## src/rtl/jamma_db9_pkg.sv

```systemverilog
// Shared definitions for the JAMMA/DB9 joystick chain scanner.
//   scan_state_e  : scanner FSM states (IDLE, LOAD, SETTLE, SHIFT, DONE)
//   cnt_width()   : counter width for a modulus n, never less than 1 bit
//   frame_cycles(): clk_sys cycles from entering LOAD to the joy_out update
package jamma_db9_pkg;

  typedef enum logic [2:0] {
    IDLE   = 3'd0,
    LOAD   = 3'd1,
    SETTLE = 3'd2,
    SHIFT  = 3'd3,
    DONE   = 3'd4
  } scan_state_e;

  function automatic int cnt_width(input int n);
    return (n > 1) ? $clog2(n) : 1;
  endfunction

  function automatic int frame_cycles(input int num_ch, input int ch_bits,
                                      input int clk_div, input int load_ticks);
    return (load_ticks + 1 + 2 * num_ch * ch_bits) * clk_div + 1;
  endfunction

endpackage

```

## src/rtl/jamma_tick_gen.sv

```systemverilog
// Prescaler producing a one-cycle tick every DIV cycles of clk.
// Ports:
//   clk    in  clock
//   rst_n  in  asynchronous active-low reset
//   clear  in  restart the count from zero (takes priority over run)
//   run    in  count enable; the counter holds while low
//   tick   out high on the cycle the counter wraps from DIV-1 to 0
module jamma_tick_gen
  import jamma_db9_pkg::*;
#(
  parameter int DIV = 8
) (
  input  logic clk,
  input  logic rst_n,
  input  logic clear,
  input  logic run,
  output logic tick
);

  localparam int W = cnt_width(DIV);

  logic [W-1:0] cnt_q;
  logic         wrap;

  assign wrap = (cnt_q == W'(DIV - 1));

  always_ff @(posedge clk or negedge rst_n) begin
    if (!rst_n) begin
      cnt_q <= '0;
    end else if (clear) begin
      cnt_q <= '0;
    end else if (run) begin
      cnt_q <= wrap ? '0 : cnt_q + W'(1);
    end
  end

  assign tick = run && !clear && wrap;

endmodule

```

## src/rtl/jamma_db9_scanner.sv

```systemverilog
// Active reader for the JAMMA/DB9 74HC165-style joystick chain.
// Drives the chain's load and shift clock, samples the serial data through
// a two-flop synchroniser and presents an active-high button word.
//
// Ports:
//   clk_sys     in   system clock
//   rst_n       in   asynchronous active-low reset
//   enable      in   allow new frames to start (a running frame always completes)
//   joy_data    in   serial chain data, buttons active-low
//   joy_clk     out  shift clock to the chain
//   joy_load_n  out  parallel-load strobe, active-low
//   joy_select  out  chain select, tied high
//   joy_out     out  captured buttons, active-high; channel k at [k*CH_BITS +: CH_BITS]
//   joy_valid   out  one-cycle pulse in the cycle joy_out takes a new value
//   busy        out  high while a frame is in progress
//
// Build option: define JAMMA_DB9_DEBOUNCE_EN to add a per-bit filter that only
// lets a button bit change when two consecutive frames agree on it.
//
// Output handshake: joy_valid has no ready; it is a single-cycle strobe that
// is high exactly in the first cycle a new joy_out value is visible. joy_out
// holds between strobes.
module jamma_db9_scanner
  import jamma_db9_pkg::*;
#(
  parameter int NUM_CH     = 2,
  parameter int CH_BITS    = 12,
  parameter int CLK_DIV    = 8,
  parameter int LOAD_TICKS = 2,
  parameter int SCAN_GAP   = 1024
) (
  input  logic                      clk_sys,
  input  logic                      rst_n,
  input  logic                      enable,
  input  logic                      joy_data,
  output logic                      joy_clk,
  output logic                      joy_load_n,
  output logic                      joy_select,
  output logic [NUM_CH*CH_BITS-1:0] joy_out,
  output logic                      joy_valid,
  output logic                      busy
);

  localparam int TOTAL = NUM_CH * CH_BITS;
  localparam int GAP_W = cnt_width(SCAN_GAP);
  localparam int IDX_W = cnt_width(TOTAL);
  localparam int LT_W  = cnt_width(LOAD_TICKS);

  // Two-flop synchroniser on the chain data. Resets to the idle (released)
  // line level so nothing looks pressed before the first frame.
  logic sync1_q, sync2_q;

  always_ff @(posedge clk_sys or negedge rst_n) begin
    if (!rst_n) begin
      sync1_q <= 1'b1;
      sync2_q <= 1'b1;
    end else begin
      sync1_q <= joy_data;
      sync2_q <= sync1_q;
    end
  end

  // Shift tick generator: idle in IDLE, restarted on entry to LOAD so the
  // load pulse always lasts a whole number of ticks.
  scan_state_e state_q, state_d;
  logic        tick;
  logic        prescale_clear;

  jamma_tick_gen #(
    .DIV (CLK_DIV)
  ) u_tick_gen (
    .clk   (clk_sys),
    .rst_n (rst_n),
    .clear (prescale_clear),
    .run   (state_q != IDLE),
    .tick  (tick)
  );

  logic [GAP_W-1:0] gap_q, gap_d;
  logic [LT_W-1:0]  load_cnt_q, load_cnt_d;
  logic [IDX_W-1:0] bit_idx_q, bit_idx_d;
  logic             phase_b_q, phase_b_d;
  logic [TOTAL-1:0] sr_q, sr_d;
  logic             joy_clk_q, joy_clk_d;
  logic [TOTAL-1:0] joy_out_q, joy_out_d;
  logic             valid_q, valid_d;

`ifdef JAMMA_DB9_DEBOUNCE_EN
  logic [TOTAL-1:0] prev_q, prev_d;
  logic [TOTAL-1:0] agree;
  assign agree = ~(sr_q ^ prev_q);
`endif

  always_comb begin
    state_d        = state_q;
    gap_d          = gap_q;
    load_cnt_d     = load_cnt_q;
    bit_idx_d      = bit_idx_q;
    phase_b_d      = phase_b_q;
    sr_d           = sr_q;
    joy_clk_d      = joy_clk_q;
    joy_out_d      = joy_out_q;
    valid_d        = 1'b0;
    prescale_clear = 1'b0;
`ifdef JAMMA_DB9_DEBOUNCE_EN
    prev_d         = prev_q;
`endif

    case (state_q)
      IDLE: begin
        // The gap counter parks at its terminal value while disabled, so a
        // re-enable starts the next frame straight away.
        if (gap_q == GAP_W'(SCAN_GAP - 1)) begin
          if (enable) begin
            gap_d          = '0;
            load_cnt_d     = '0;
            prescale_clear = 1'b1;
            state_d        = LOAD;
          end
        end else begin
          gap_d = gap_q + GAP_W'(1);
        end
      end

      LOAD: begin
        if (tick) begin
          if (load_cnt_q == LT_W'(LOAD_TICKS - 1)) begin
            state_d = SETTLE;
          end else begin
            load_cnt_d = load_cnt_q + LT_W'(1);
          end
        end
      end

      SETTLE: begin
        bit_idx_d = '0;
        phase_b_d = 1'b0;
        if (tick) begin
          state_d = SHIFT;
        end
      end

      SHIFT: begin
        if (tick) begin
          if (!phase_b_q) begin
            // Tick A: capture the current bit, then rise the shift clock.
            // Shifting in at the LSB puts bit 'index' at TOTAL-1-index once
            // all TOTAL bits are in, so the first bit out ends up in the MSB.
            sr_d      = {sr_q[TOTAL-2:0], ~sync2_q};
            joy_clk_d = 1'b1;
            phase_b_d = 1'b1;
          end else begin
            // Tick B: fall the shift clock and move to the next bit.
            joy_clk_d = 1'b0;
            phase_b_d = 1'b0;
            if (bit_idx_q == IDX_W'(TOTAL - 1)) begin
              state_d = DONE;
            end else begin
              bit_idx_d = bit_idx_q + IDX_W'(1);
            end
          end
        end
      end

      DONE: begin
        valid_d = 1'b1;
`ifdef JAMMA_DB9_DEBOUNCE_EN
        // A bit only follows the new capture when it matches the previous one.
        joy_out_d = (sr_q & agree) | (joy_out_q & ~agree);
        prev_d    = sr_q;
`else
        joy_out_d = sr_q;
`endif
        state_d = IDLE;
      end

      default: begin
        state_d = IDLE;
      end
    endcase
  end

  always_ff @(posedge clk_sys or negedge rst_n) begin
    if (!rst_n) begin
      state_q    <= IDLE;
      gap_q      <= '0;
      load_cnt_q <= '0;
      bit_idx_q  <= '0;
      phase_b_q  <= 1'b0;
      sr_q       <= '0;
      joy_clk_q  <= 1'b0;
      joy_out_q  <= '0;
      valid_q    <= 1'b0;
    end else begin
      state_q    <= state_d;
      gap_q      <= gap_d;
      load_cnt_q <= load_cnt_d;
      bit_idx_q  <= bit_idx_d;
      phase_b_q  <= phase_b_d;
      sr_q       <= sr_d;
      joy_clk_q  <= joy_clk_d;
      joy_out_q  <= joy_out_d;
      valid_q    <= valid_d;
    end
  end

`ifdef JAMMA_DB9_DEBOUNCE_EN
  always_ff @(posedge clk_sys or negedge rst_n) begin
    if (!rst_n) begin
      prev_q <= '0;
    end else begin
      prev_q <= prev_d;
    end
  end
`endif

  assign joy_clk    = joy_clk_q;
  assign joy_load_n = (state_q != LOAD);
  assign joy_select = 1'b1;
  assign joy_out    = joy_out_q;
  assign joy_valid  = valid_q;
  assign busy       = (state_q != IDLE);

endmodule

```

## config.mk

```make
export PLATFORM = sky130hd
export DESIGN_NAME = jamma_db9_scanner
export DESIGN_NICKNAME = d
export VERILOG_FILES = /design/src/rtl/jamma_db9_pkg.sv /design/src/rtl/jamma_tick_gen.sv /design/src/rtl/jamma_db9_scanner.sv
export SDC_FILE = /design/constraint.sdc
export NUM_CORES = 1
export LEC_CHECK = 0
export BUFFER_PORTS_ARGS = -buffer_cell sky130_fd_sc_hd__buf_2
export CORE_UTILIZATION = 60
export CTS_CLUSTER_SIZE = 8
export DETAILED_ROUTE_END_ITERATION = 12
export GPL_ROUTABILITY_DRIVEN = 0
export PLACE_DENSITY_LB_ADDON = 0.12
export SYNTH_ARGS = -nofsm -noshare
export SYNTH_HDL_FRONTEND = slang
export SYNTH_SLANG_ARGS = --single-unit
```

## constraint.sdc

```tcl
create_clock -name clk_sys -period 5.7 [get_ports clk_sys]
set_clock_uncertainty 0.15 [all_clocks]
set_input_delay 1.14 -clock clk_sys [delete_from_list [all_inputs] [get_ports clk_sys]]
set_output_delay 1.14 -clock clk_sys [all_outputs]
set_load 0.1 [all_outputs]
```

==> impl_results.md <==
- Max-cap violations: 0
- Critical path class: flip-flop to output pin
- Vias: between 1500 and 2000
- CP Data Required Time: between 4 and 5 ns
- Design Power: roughly 950 µW
- CTS HTree Levels: 3
- Netlist Area Pre-Place: 3180 µm²
- DRT antenna net count: 0
- Setup Fix Bufs, Post-CTS: 0
- Die Y: 74.9 µm
- Starting DRT DRC Count: 160
- Global Route Usage Sum: 0.201
- Most frequent cell after synthesis: dfrtp_1
- Final hold vios: 0
- Core ar.: 5110 µm²
- Largest net degree at the start of global routing: 76
- Clock sink count: 75
- Yosys top cell area share: 0.574
- Vias per inst: between 5 and 6
- Total Wirelength: slightly above 5000 µm
- Peak supply drop: around 0.00017 V
- Resized cells post-CTS: 0
- Post-synth top cells: dfrtp_1 (73), mux2_2 (48), nand2_1 (21)
- DIE AREA: 5600 µm²
- P&R area growth vs syn: 12.0%
- Port Buffers: 31
- Pwr/cell area: around 270 nW/µm²
- Slew Limit Headroom: 0.233
- Min-Delay Path Class: flip-flop to flip-flop
- Post-route DRC: 0
- Leak: about 1.7 nW
- Achievable Freq: ~330 MHz
- Startpoint Class: flip-flop
- Tcrit/Tclk final: 0.529
- CTS tree: yes
- Asr flop ratio synth: 1.00
- Actual transition at the worst max-transition pin: about 1.2 ns
- # hold bufs at CTS: 0
- Initial antenna violation count: 0
- HPWL after DPL: between 3000 and 4000 µm
- Max FO, Critical Path: 16
- Number of synthesized flops with an enable pin: 0
- Grt ovf: 0
- TNS Setup: 0 ns
- Reg2reg setup slack: ~3.4 ns
- Unrepaired setup endpoints after global routing: no
- Starting Density: 0.623
- Cell taking the most area after synthesis: dfrtp_1
- Sequential area share after synthesis: 0.590
- Max Slew Vio Count: 0
- Tmin final: roughly 3 ns
- Largest cells by area after synthesis: dfrtp_1 (57%), mux2_2 (17%), nand2_1 (2.5%), dfstp_2 (1.7%), ha_1 (1.6%)
- Synth Area per Inst: around 13 µm²
- Root buf cell: clkbuf_8
- Crit. End Element: output pin
- Row cnt: 26
- Cts bufs inserted: 9
- Syn_nets: approximately 260
- Boundary pin count: 33
- Die width: 74.9 µm
- Vias in the first global route: 1871
- Max clock buf depth: 2
- Post-synth top flop: dfrtp_1
- Synth Register Bits: 75
- First-pass GRT wire length: 8380 µm
- Drt first pass iters: 4
- Fill cells: approximately 380
- Arrival @ worst endpoint: approximately 1.7 ns
- Yosys warns: 0
- Mapped Cells: 250
- Yosys cell types: 45
- Status: finished, final reports clean
- Clock transition at the registers of the reported paths: 0.08 ns
- Final setup fails: 0
- Final net count: just under 300
- WL per Instance: around 14 µm
- Ant. Diodes: 0
- Clock Latency Late Sink: 0.34 ns
- Share of layout cells above drive strength 1: 0.364
-- path summary, 6_finish.rpt --
kind	from	end	cells past startpoint
setup reg to reg	u_tick_gen.cnt_q[0]	sr_q[2]	5
hold / removal	sync1_q	sync2_q	0
max in group asynchronous	rst_n	u_tick_gen.cnt_q[0]	1
hold reg to reg	sync1_q	sync2_q	0
min in group asynchronous	rst_n	gap_q[5]	1
setup / recovery	state_q[0]	busy	4
-- layout by cell type (no fill, tap or decap), types with 3 or more instances in the layout --
master     n
mux2_2    48
nand3_1    7
a21oi_1    7
o21ai_0    8
buf_2     30
ha_1       4
and2_1     4
nand2_1   21
and3_1     3
inv_1      6
nand4_1    5
clkbuf_8   9
nor2_1     8
a31oi_1    5
dfrtp_1   73
nor3_1     4
mux2i_1    5
-- routing by layer --
metal / vias up / GRT usage / wire length (µm)
met5: - / 0 / 0
met2: 44 / 0.308 / 2350
met4: 0 / 0.0629 / 27
met1: 981 / 0.277 / 2460
met3: 2 / 0.0616 / 202
li1: 969 / - / -
-- state kept, by name, indices dropped and copies added (netlist names) --
register          cells
bit_idx_q             5
gap_q                10
joy_clk               1
joy_out              24
joy_valid             1
load_cnt_q            1
phase_b_q             1
sr_q                 24
state_q               3
sync1_q               1
sync2_q               1
u_tick_gen.cnt_q      3
-- cell type report --
type | instances | area (µm²) | share of cell area
flip-flops and latches | 75 | 1880 | 0.527
clock inverters | 7 | 75.1 | 0.0210
repair buffers | 32 | 165 | 0.0463
clock buffers | 9 | 124 | 0.0347
inverters | 7 | 26.3 | 0.00737
well taps | 70 | 87.6 | 0.0246
multi-input cells | 156 | 1210 | 0.339
-- critical path, stage by stage (launching register included) --
cell	delay [ns]
dfrtp_1	0.54
nor3_2	0.06
buf_4	0.19
inv_2	0.14
buf_2	0.45
-- metrics by stage --
stage               setup WS (ns)  hold WS (ns)  cell area [µm²]  cells  utilization
CTS                          2.69         0.209             3570    356        0.698
global placement             3.09         0.197             3370    340        0.659
floorplan                    3.22         0.195             3180    250            -
finish                       2.69         0.209             3570    356        0.698
detailed placement           3.07         0.197             3370    340        0.659
global route                 2.60         0.212             3570    356        0.698
-- where the power goes --
group | total (mW) | leakage (nW) | internal [mW] | switching (mW)
logic | 0.0150 | 0.652 | 0.00168 | 0.0133
clock network | 0.400 | 0.104 | 0.205 | 0.195
registers | 0.535 | 0.957 | 0.534 | 0.00102
-- cells by family after synthesis --
kind of cell,after synthesis,synth area share
buffers and inverters,19,0.0299
xor gates and xnor gates,1,0.00275
DFF,75,0.590
AOI/OAI and AO/OA,33,0.0688
and+or+nand+nor,64,0.106
adders and majority gates,4,0.0157
muxes,53,0.185
other,1,0.00118
Note: power is estimated with default switching activity, not from simulation.
